**src/rtl/spi_dac_pkg.sv**
```systemverilog
// rtl/spi_dac_pkg.sv - shared state encoding and frame constants for the DAC SPI arbiter
package spi_dac_pkg;

    typedef enum logic [1:0] {
        ST_IDLE,
        ST_SETUP,
        ST_SHIFT,
        ST_GAP
    } state_t;

    localparam int FRAME_BITS   = 8;
    localparam int HALF_PERIODS = 16;

    function automatic int div_width(input int div);
        return $clog2(div + 1);
    endfunction

endpackage

```
**src/rtl/spi_dac_arbiter_rr.sv**
```systemverilog
// rtl/spi_dac_arbiter_rr.sv - round-robin requester selection with rotating priority pointer
module rr_arbiter #(
    parameter int NUM_REQ = 4
) (
    input  logic               clk,
    input  logic               reset,
    input  logic [NUM_REQ-1:0] req_valid,
    input  logic               enable,
    input  logic               accept,
    output logic [2:0]         winner,
    output logic [NUM_REQ-1:0] grant
);

    logic [2:0] ptr;
    logic [3:0] ptr_ext;
    logic       found;

    assign ptr_ext = {1'b0, ptr};

    // Scan offsets k = 0..NUM_REQ-1 from ptr; ptr+k may wrap past NUM_REQ once.
    always_comb begin
        winner = '0;
        found  = 1'b0;
        for (int k = 0; k < NUM_REQ; k++) begin
            for (int i = 0; i < NUM_REQ; i++) begin
                if (!found && req_valid[i] &&
                    ((ptr_ext + 4'(k) == 4'(i)) || (ptr_ext + 4'(k) == 4'(i + NUM_REQ)))) begin
                    found  = 1'b1;
                    winner = 3'(i);
                end
            end
        end
    end

    always_comb begin
        grant = '0;
        for (int i = 0; i < NUM_REQ; i++) begin
            grant[i] = enable && found && (winner == 3'(i));
        end
    end

    always_ff @(posedge clk) begin
        if (reset) begin
            ptr <= '0;
        end else if (accept) begin
            ptr <= (4'(winner) + 4'd1 == 4'(NUM_REQ)) ? 3'd0 : winner + 3'd1;
        end
    end

endmodule

```
**src/rtl/spi_dac_arbiter.sv**
```systemverilog
// rtl/spi_dac_arbiter.sv - shares the DAC SPI link between requesters, one MSB-first mode-0 frame per grant
module spi_dac_arbiter
    import spi_dac_pkg::*;
#(
    parameter int NUM_REQ = 4,
    parameter int DIV     = 50
) (
    input  logic                 clk,
    input  logic                 reset,
    input  logic [NUM_REQ-1:0]   req_valid,
    input  logic [8*NUM_REQ-1:0] req_data,
    output logic [NUM_REQ-1:0]   req_ready,
    output logic [2:0]           grant_id,
    output logic                 busy,
    output logic                 done,
    output logic                 spi_mosi,
    output logic                 spi_clk,
    output logic                 spi_cs
);

    localparam int            DW       = div_width(DIV);
    localparam logic [DW-1:0] DIV_LAST = DW'(DIV - 1);

    state_t                  state;
    logic [DW-1:0]           div_cnt;
    logic [3:0]              half;
    logic [FRAME_BITS-1:0]   shreg;
    logic [2:0]              winner;
    logic [NUM_REQ-1:0]      grant;
    logic [FRAME_BITS-1:0]   win_data;
    logic                    accept;
    logic                    div_last;

    rr_arbiter #(.NUM_REQ(NUM_REQ)) u_arb (
        .clk       (clk),
        .reset     (reset),
        .req_valid (req_valid),
        .enable    ((state == ST_IDLE) && !reset),
        .accept    (accept),
        .winner    (winner),
        .grant     (grant)
    );

    assign req_ready = grant;
    assign accept    = |grant;
    assign busy      = (state != ST_IDLE);
    assign div_last  = (div_cnt == DIV_LAST);

    always_comb begin
        win_data = '0;
        for (int i = 0; i < NUM_REQ; i++) begin
            if (winner == 3'(i)) win_data = req_data[8*i +: 8];
        end
    end

    always_ff @(posedge clk) begin
        if (reset) begin
            state    <= ST_IDLE;
            div_cnt  <= '0;
            half     <= '0;
            shreg    <= '0;
            grant_id <= '0;
            done     <= 1'b0;
            spi_cs   <= 1'b1;
            spi_clk  <= 1'b0;
            spi_mosi <= 1'b0;
        end else begin
            done <= 1'b0;
            case (state)
                ST_IDLE: begin
                    if (accept) begin
                        state    <= ST_SETUP;
                        shreg    <= win_data;
                        grant_id <= winner;
                        div_cnt  <= '0;
                        spi_cs   <= 1'b0;
                        spi_clk  <= 1'b0;
                        spi_mosi <= win_data[FRAME_BITS-1];
                    end
                end
                ST_SETUP: begin
                    if (div_last) begin
                        state   <= ST_SHIFT;
                        half    <= '0;
                        div_cnt <= '0;
                        spi_clk <= 1'b1;
                    end else begin
                        div_cnt <= div_cnt + 1'b1;
                    end
                end
                ST_SHIFT: begin
                    if (div_last) begin
                        div_cnt <= '0;
                        if (half == 4'(HALF_PERIODS - 1)) begin
                            state    <= ST_GAP;
                            spi_cs   <= 1'b1;
                            spi_clk  <= 1'b0;
                            spi_mosi <= 1'b0;
                            done     <= 1'b1;
                        end else begin
                            half    <= half + 4'd1;
                            spi_clk <= half[0];
                            // Data moves only on the falling half so it is stable at every rising sclk.
                            if (!half[0] && half < 4'd13) begin
                                shreg    <= {shreg[FRAME_BITS-2:0], shreg[FRAME_BITS-1]};
                                spi_mosi <= shreg[FRAME_BITS-2];
                            end
                        end
                    end else begin
                        div_cnt <= div_cnt + 1'b1;
                    end
                end
                ST_GAP: begin
                    if (div_last) begin
                        state   <= ST_IDLE;
                        div_cnt <= '0;
                    end else begin
                        div_cnt <= div_cnt + 1'b1;
                    end
                end
                default: state <= ST_IDLE;
            endcase
        end
    end

endmodule

```
**config.mk**
```make
export PLATFORM = sky130hd
export DESIGN_NAME = spi_dac_arbiter
export DESIGN_NICKNAME = d
export VERILOG_FILES = /design/src/rtl/spi_dac_pkg.sv /design/src/rtl/spi_dac_arbiter_rr.sv /design/src/rtl/spi_dac_arbiter.sv
export SDC_FILE = /design/constraint.sdc
export NUM_CORES = 1
export LEC_CHECK = 0
export ABC_AREA = 1
export CAP_MARGIN = 15
export CORE_ASPECT_RATIO = 1.5
export CORE_MARGIN = 2
export CORE_UTILIZATION = 46
export DETAILED_ROUTE_END_ITERATION = 12
export PLACE_DENSITY = 0.76
export SKIP_LAST_GASP = 1
export SYNTH_ARGS = -nofsm -noshare
export SYNTH_HDL_FRONTEND = slang
export SYNTH_HIERARCHICAL = 1
export SYNTH_SLANG_ARGS = --single-unit
```
**constraint.sdc**
```tcl
create_clock -name clk -period 2.4 [get_ports clk]
set_input_delay 0.36 -clock clk [delete_from_list [all_inputs] [get_ports clk]]
set_output_delay 0.36 -clock clk [all_outputs]
set_load 0.05 [all_outputs]
```
After elaboration in Yosys (flattened, before gate mapping) --
Index checks and enable logic that the tools add are counted.
Storage, ports and cells: output and inout port bits 12, ROM bits 0, input bits 38, bits in registers 30, bits in latches 0, memory bits (writable) 0, memories kept 0, word-level logic and storage cells 224
Cells by class: shift operators 0, $mul 0, reductions and logical operators 91, add/subtract/negate cells 7, $lt $le $gt $ge 1, multiplexer cells 68, divide/modulo/power cells 0, bitwise operators 2, equality and inequality tests 45
Operators by type and width (count):
- $mux W8 | 8
- $eq A4 B3 Y1 const B | 13
- $logic_and A1 B1 Y1 | 38
- $mux W2 | 19
- $mux W1 | 28
- $eq A4 B2 Y1 const B | 6
- $logic_not A1 Y1 | 17
- $logic_not A4 Y1 | 4
- $logic_or A1 B1 Y1 | 16
- $pmux W8 S2 | 1
- $reduce_and A4 Y1 | 4
- $ne A2 B2 Y1 const B | 7
- $eq A3 B3 Y1 const B | 4
- $eq A4 B1 Y1 const B | 3
- $mux W4 | 3
- $mux W6 | 2
- $pmux W6 S2 | 1
- $reduce_and A5 Y1 | 2
- $add A3 B2 Y4 const B | 2
- $eq A2 B2 Y1 const B | 4
- $pmux W2 S4 | 1
- $pmux W4 S2 | 1
- $add A2 B1 Y3 const B | 2
- $add A6 B1 Y6 const B | 1
- other kinds (20) | 27

Longest topological paths before layout --
depth in word-level cells 71, depth in mapped cells 24, depth with buffers taken out 24

By module --
The synthesis kept the hierarchy.
By module, submodules not included:
- spi_dac_arbiter | cells an instance 277, times used 1, area an instance 1794.2 sq um, sequential area each 540.5 sq um
- rr_arbiter | cells an instance 95, times used 1, area an instance 535.5 sq um, sequential area each 60.1 sq um

Worst setup path after synthesis --
No wires, ideal clock.
kind flip-flop to flip-flop, start register u_arb.ptr[0], end register shreg[7], data arrival time 3.161 ns, clock period less this slack 3.278 ns, setup time 0.117 ns, path slack -0.878 ns, data required time 2.283 ns, cell stages (with the launch flop) 21, buffers on the path 0, cell sequence dfxtp_1 inv_1 nand3_1 nand2_2 nor2_2 nand4_2 nor2_2 nand4_2 nor3_4 o211ai_1 nand2_1 ha_1 inv_1 nor2_1 nor2_1 nand4_1 nand3_4 nor2_8 nand2_1 nor2_1 nor2_1
RTL lines:
- start, declared | RTL line spi_dac_arbiter_rr.sv:14 | logic [2:0] ptr;
- start signal, assigned | RTL line spi_dac_arbiter_rr.sv:46 | ptr <= (4'(winner) + 4'd1 == 4'(NUM_REQ)) ? 3'd0 : winner + 3'd1;
- $eq A3 B3 Y1 or $logic_not A4 Y1 (tied branches) | RTL line spi_dac_arbiter_rr.sv:27 | ((ptr_ext + 4'(k) == 4'(i)) || (ptr_ext + 4'(k) == 4'(i + NUM_REQ)))) begin
- $logic_or A1 B1 Y1 | RTL line spi_dac_arbiter_rr.sv:27
- $logic_and A1 B1 Y1 | RTL line spi_dac_arbiter_rr.sv:26 | if (!found && req_valid[i] &&
- $mux W1 | RTL line spi_dac_arbiter_rr.sv:26
- $logic_not A1 Y1 | RTL line spi_dac_arbiter_rr.sv:26
- $logic_and A1 B1 Y1 (2 in series) | RTL line spi_dac_arbiter_rr.sv:26
- $mux W1 | RTL line spi_dac_arbiter_rr.sv:26
- $logic_not A1 Y1 | RTL line spi_dac_arbiter_rr.sv:26
- [54 not listed]
- $mux W2 * | RTL line spi_dac_arbiter_rr.sv:26
- net winner[1] | RTL line spi_dac_arbiter.sv:28 | logic [2:0] winner;
- $eq A2 B2 Y1 * | RTL line spi_dac_arbiter_rr.sv:38 | grant[i] = enable && found && (winner == 3'(i));
- $logic_and A1 B1 Y1 * | RTL line spi_dac_arbiter_rr.sv:38
- net req_ready[3] | RTL line spi_dac_arbiter.sv:12 | output logic [NUM_REQ-1:0] req_ready,
- $reduce_or A4 Y1 * | RTL line spi_dac_arbiter.sv:45 | assign accept = |grant;
- $ne A2 B2 Y1 (no source line) *
- $reduce_and A5 Y1 (no source line) *
- end signal, assigned | RTL line spi_dac_arbiter.sv:73 | shreg <= win_data;
- end signal, assigned | RTL line spi_dac_arbiter.sv:105 | shreg <= {shreg[FRAME_BITS-2:0], shreg[FRAME_BITS-1]};
- end, declared | RTL line spi_dac_arbiter.sv:27 | logic [FRAME_BITS-1:0] shreg;
Mark *: on every way through the listed nets, which the timed path passes. The rest lies on a longest branch. The select of a mux whose other input is x is not followed. A chain may end at the register's enable or synchronous reset.

Worst setup path after layout --
start register u_arb.ptr[1], end register shreg[3]
Between the ends: word-level cells in the longest chain between the ends 71
RTL lines:
- $eq A3 B3 Y1 or $logic_not A4 Y1 (tied branches) | RTL line spi_dac_arbiter_rr.sv:27
- $logic_or A1 B1 Y1 | RTL line spi_dac_arbiter_rr.sv:27
- $logic_and A1 B1 Y1 | RTL line spi_dac_arbiter_rr.sv:26
- $mux W1 | RTL line spi_dac_arbiter_rr.sv:26
- $logic_not A1 Y1 | RTL line spi_dac_arbiter_rr.sv:26
- $logic_and A1 B1 Y1 (2 in series) | RTL line spi_dac_arbiter_rr.sv:26
- $mux W1 | RTL line spi_dac_arbiter_rr.sv:26
- $logic_not A1 Y1 | RTL line spi_dac_arbiter_rr.sv:26
- [51 not listed]
- $logic_not A1 Y1 | RTL line spi_dac_arbiter_rr.sv:26
- $logic_and A1 B1 Y1 (2 in series) | RTL line spi_dac_arbiter_rr.sv:26
- $mux W2 * | RTL line spi_dac_arbiter_rr.sv:26
- net winner[1] | RTL line spi_dac_arbiter.sv:28
- $logic_not A3 Y1 | RTL line spi_dac_arbiter_rr.sv:38, spi_dac_arbiter.sv:52
- $mux W8 (4 in series) | RTL line spi_dac_arbiter.sv:52 | if (winner == 3'(i)) win_data = req_data[8*i +: 8];
- $mux W8 | RTL line spi_dac_arbiter.sv:71 | if (accept) begin
- $pmux W8 S2 | RTL line spi_dac_arbiter.sv:69 | case (state)
Marked as above.

==> results.cfg <==
[outcome]
status = complete, but fails checks
violations = negative setup slack

[route]
drc_errors = 0
dr.max_layer_used = met4
wirelength_met1_um = 2670
route.met3.wl_um = 342
routed-wl-met2_um = 3790
dr.pass1.iters = 4
routed_wirelength_um = 6950
wl_per_cell_um = 13.2
vias = 2750
drt-initial-drc-count = 194
postRouteAntennaNets = 0
via_per_inst = 5.23

[synthesis]
synth_top_area_share_pct = 25.8
synth_top_flop_cell = dfxtp_1
ys_ff_latch = 30
avgSynthCellArea_um2 = 6.26
synth-xor-area-share_pct = 0.752
synth-edff-count = 0
async_flop_share_pct = 0
synth_top_family_by_area = simple AND/OR/NAND/NOR gates
ys_seq_area_share_pct = 25.8
yosysWarnings = 6
syn-cell-area_um2 = 2330
synth.distinct_cells = 32
yosys.area_share.simple_pct = 43.2
netlist_instances = 372
yosys.area_share.adder_pct = 6.98
synthTopCellsByArea = dfxtp_1 26%, nand3_1 14%, nand2_1 10%, inv_1 9.3%, ha_1 7.0%
syn-num-nets = 423
synth-compound-area-share_pct = 10.4
synth_top_area_cell = dfxtp_1
synth_mux_area_share_pct = 0

[global_route]
grt_pass1_wl_um = 10800
grt_pass1_vias = 2591
gr-total-overflow = 0
track_usage_pct = 22.9
grt_antenna_before_repair = 0
grt_max_degree = 18

[floorplan]
start_util_pct = 48.1
fp-row-count = 31
core_um2 = 4850
die_y_um = 91.2
ioPinCount = 50
die_area_um2 = 5660
die_w_um = 62.1

[cells_and_area]
diodes = 0
drive_above_1_share_pct = 32.4
multi_input_area_um2 = 1700
synthToLayoutAreaGrowth_pct = 54.9
layout.cells.non_filler = 526
ff_latch_area_um2 = 608
nets = 510
fillCellCount = 358

[worst_hold_path]
hold_path_class = reg -> reg
holdCritStartpoint = spi_clk
hold_end = spi_clk
min_delay_path_depth = 2

[cts]
hold_buffers = 0
clk_path_buf_depth = 2
clkTransAtPathRegs_ns = 0.07
cts_sinks = 30
clock_latency_ns = 0.29
cts-root-buf = clkbuf_8
htree_levels = 2
numCtsBuffers = 5
cts_tree = yes

[power]
p_int_uw = 2510
power.density_nw_per_um2 = 1400
p_sw_uw = 2560
pwr-share-clk_pct = 8.3
seq_power_share_pct = 15.1
vdd.ir_drop.worst_mv = 0.871
p_leak_uw = 0.00153
power_frac_comb_pct = 76.6
swShare_pct = 50.5

[critical_path]
cp.arrival_ns = 3.21
crit_fanout = 8
r2r-start = u_arb/ptr[1]
required_ns = 2.57
critPathLaunchType = flop
path_class = reg -> reg
rrSetupSlack_ns = -0.64
rr_worst_depth = 19
end_kind = flop
timing.rr.end = shreg[3]

[placed_design]
dp_cells = 504
portBuffers = 49
preCtsSetupSlack_ns = -0.890
gp_congestion = 0.894
dpl.hpwl_um = 4570

[timing]
tightest_slew_ns = 0.506
hold_viol = 0
setup_viol = 29
rsz0062_at_grt = true
max_freq_mhz = 329
report.final.slew_viol_count = 0
min_period_over_period_pct = 127
setup_ws_ns = -0.640
max_slew_margin_pct = 66.1
finClkSkew_ns = 0.00746
finalCriticalPeriod_ns = 3.04

[job]
cap_violations = 0
[synthesized netlist by cell type (all sizes together) (2+ instances only)]
| master | number |
|---|---|
| nand2 | 70 |
| nand3 | 65 |
| inv | 61 |
| nor2 | 47 |
| dfxtp | 30 |
| a21oi | 22 |
| o21ai | 21 |
| ha | 13 |
| buf | 8 |
| nor3 | 8 |
| or2 | 7 |
| nand4 | 6 |
| clkbuf | 3 |
| nand3b | 2 |
| o211ai | 2 |
[power groups by stage]
stage	clock (µW)	sequential [µW]	combinational [µW]
detailed placement	0	752	2880
global route	442	778	4240
global placement	0	753	2830
floorplan	0	856	1860
CTS	428	752	3270
finish	421	766	3880
[cell usage in the layout, fill, tap and decap left out, types with 5 or more instances in the layout]
cell type / count
ha_1: 9
buf_4: 32
buf_6: 6
or2_2: 7
inv_2: 13
nand2_1: 51
nor2_2: 9
o21ai_1: 5
nor2_4: 8
inv_1: 44
clkbuf_8: 6
a21oi_2: 8
nor2_1: 30
dfxtp_1: 28
nand3_1: 52
nand2_2: 17
clkdlybuf4s50_1: 41
nand3_2: 11
a21oi_1: 14
nor3_1: 7
o21ai_0: 12
[registers in the layout, indices dropped and copies added, names as in the netlist]
name / count
shreg: 8
spi_mosi: 1
div_cnt: 6
u_arb/ptr: 3
done: 1
spi_cs: 1
state: 2
spi_clk: 1
grant_id: 3
half: 4
[layer usage]
metal	vias up	track usage, %
met1	1278	24.7
li1	1376	-
met5	-	0
met3	16	5.20
met4	0	8.70
met2	80	42.7
[area by class of cell]
| cell class | count | area share, % |
|---|---|---|
| Inverter | 62 | 6.73 |
| Clock inverter | 1 | 0.139 |
| Sequential cell | 30 | 16.9 |
| Multi-Input combinational cell | 270 | 47.0 |
| Clock buffer | 7 | 2.39 |
| Tap cell | 66 | 2.29 |
| Timing Repair Buffer | 90 | 24.6 |
[what timing repair did]
action	CTS	global route
endpoints found under the setup margin	29	29
buffers inserted	9	6
pin swaps	14	18
resized for setup	29	54
gates cloned	0	2
[through the flow]
step	hold slack (ns)	power, µW	TNS [ns]	instance area [µm²]	util (%)
finish	0.474	5060	-12.65	3610	74.4
global route	0.485	5460	-18.52	3610	74.4
CTS	0.468	4450	-11.09	3370	69.6
detailed placement	0.457	3640	-20.98	3150	65.0
global placement	0.451	3580	-17.43	3150	65.0
floorplan	0.449	2720	-4.30	2390	-
[critical path, stage by stage, from the launching register on]
cell      delay (ns)
dfxtp_4         0.42
inv_4           0.05
nand3_2         0.07
nand2_2         0.06
nor2_2          0.12
nand4_2         0.12
nor2_2          0.14
nand4_4         0.12
nor3_4          0.20
o211ai_1        0.17
nand2_2         0.20
ha_4            0.18
inv_4           0.03
nor2_4          0.09
nor2_2          0.05
nand4_1         0.17
nand3_4         0.21
buf_6           0.18
o21ai_1         0.22
a21oi_2         0.10
[worst max-delay path by stage]
stage	from	to	cells after the start
floorplan	u_arb/ptr[0]	shreg[7]	20
CTS	u_arb/ptr[0]	shreg[7]	20
detailed placement	req_valid[2]	spi_mosi	22
finish	u_arb/ptr[1]	shreg[3]	19
global route	u_arb/ptr[0]	shreg[3]	19
global placement	req_valid[1]	spi_mosi	22
[logic make-up after synthesis]
family | count (synthesis)
xor gates and xnor gates | 2
DFF | 30
other | 1
AOI/OAI and AO/OA | 47
adders and majority gates | 13
and+or+nand+nor | 206
buffers and inverters | 73
Note: power is estimated with default switching activity, not from simulation.
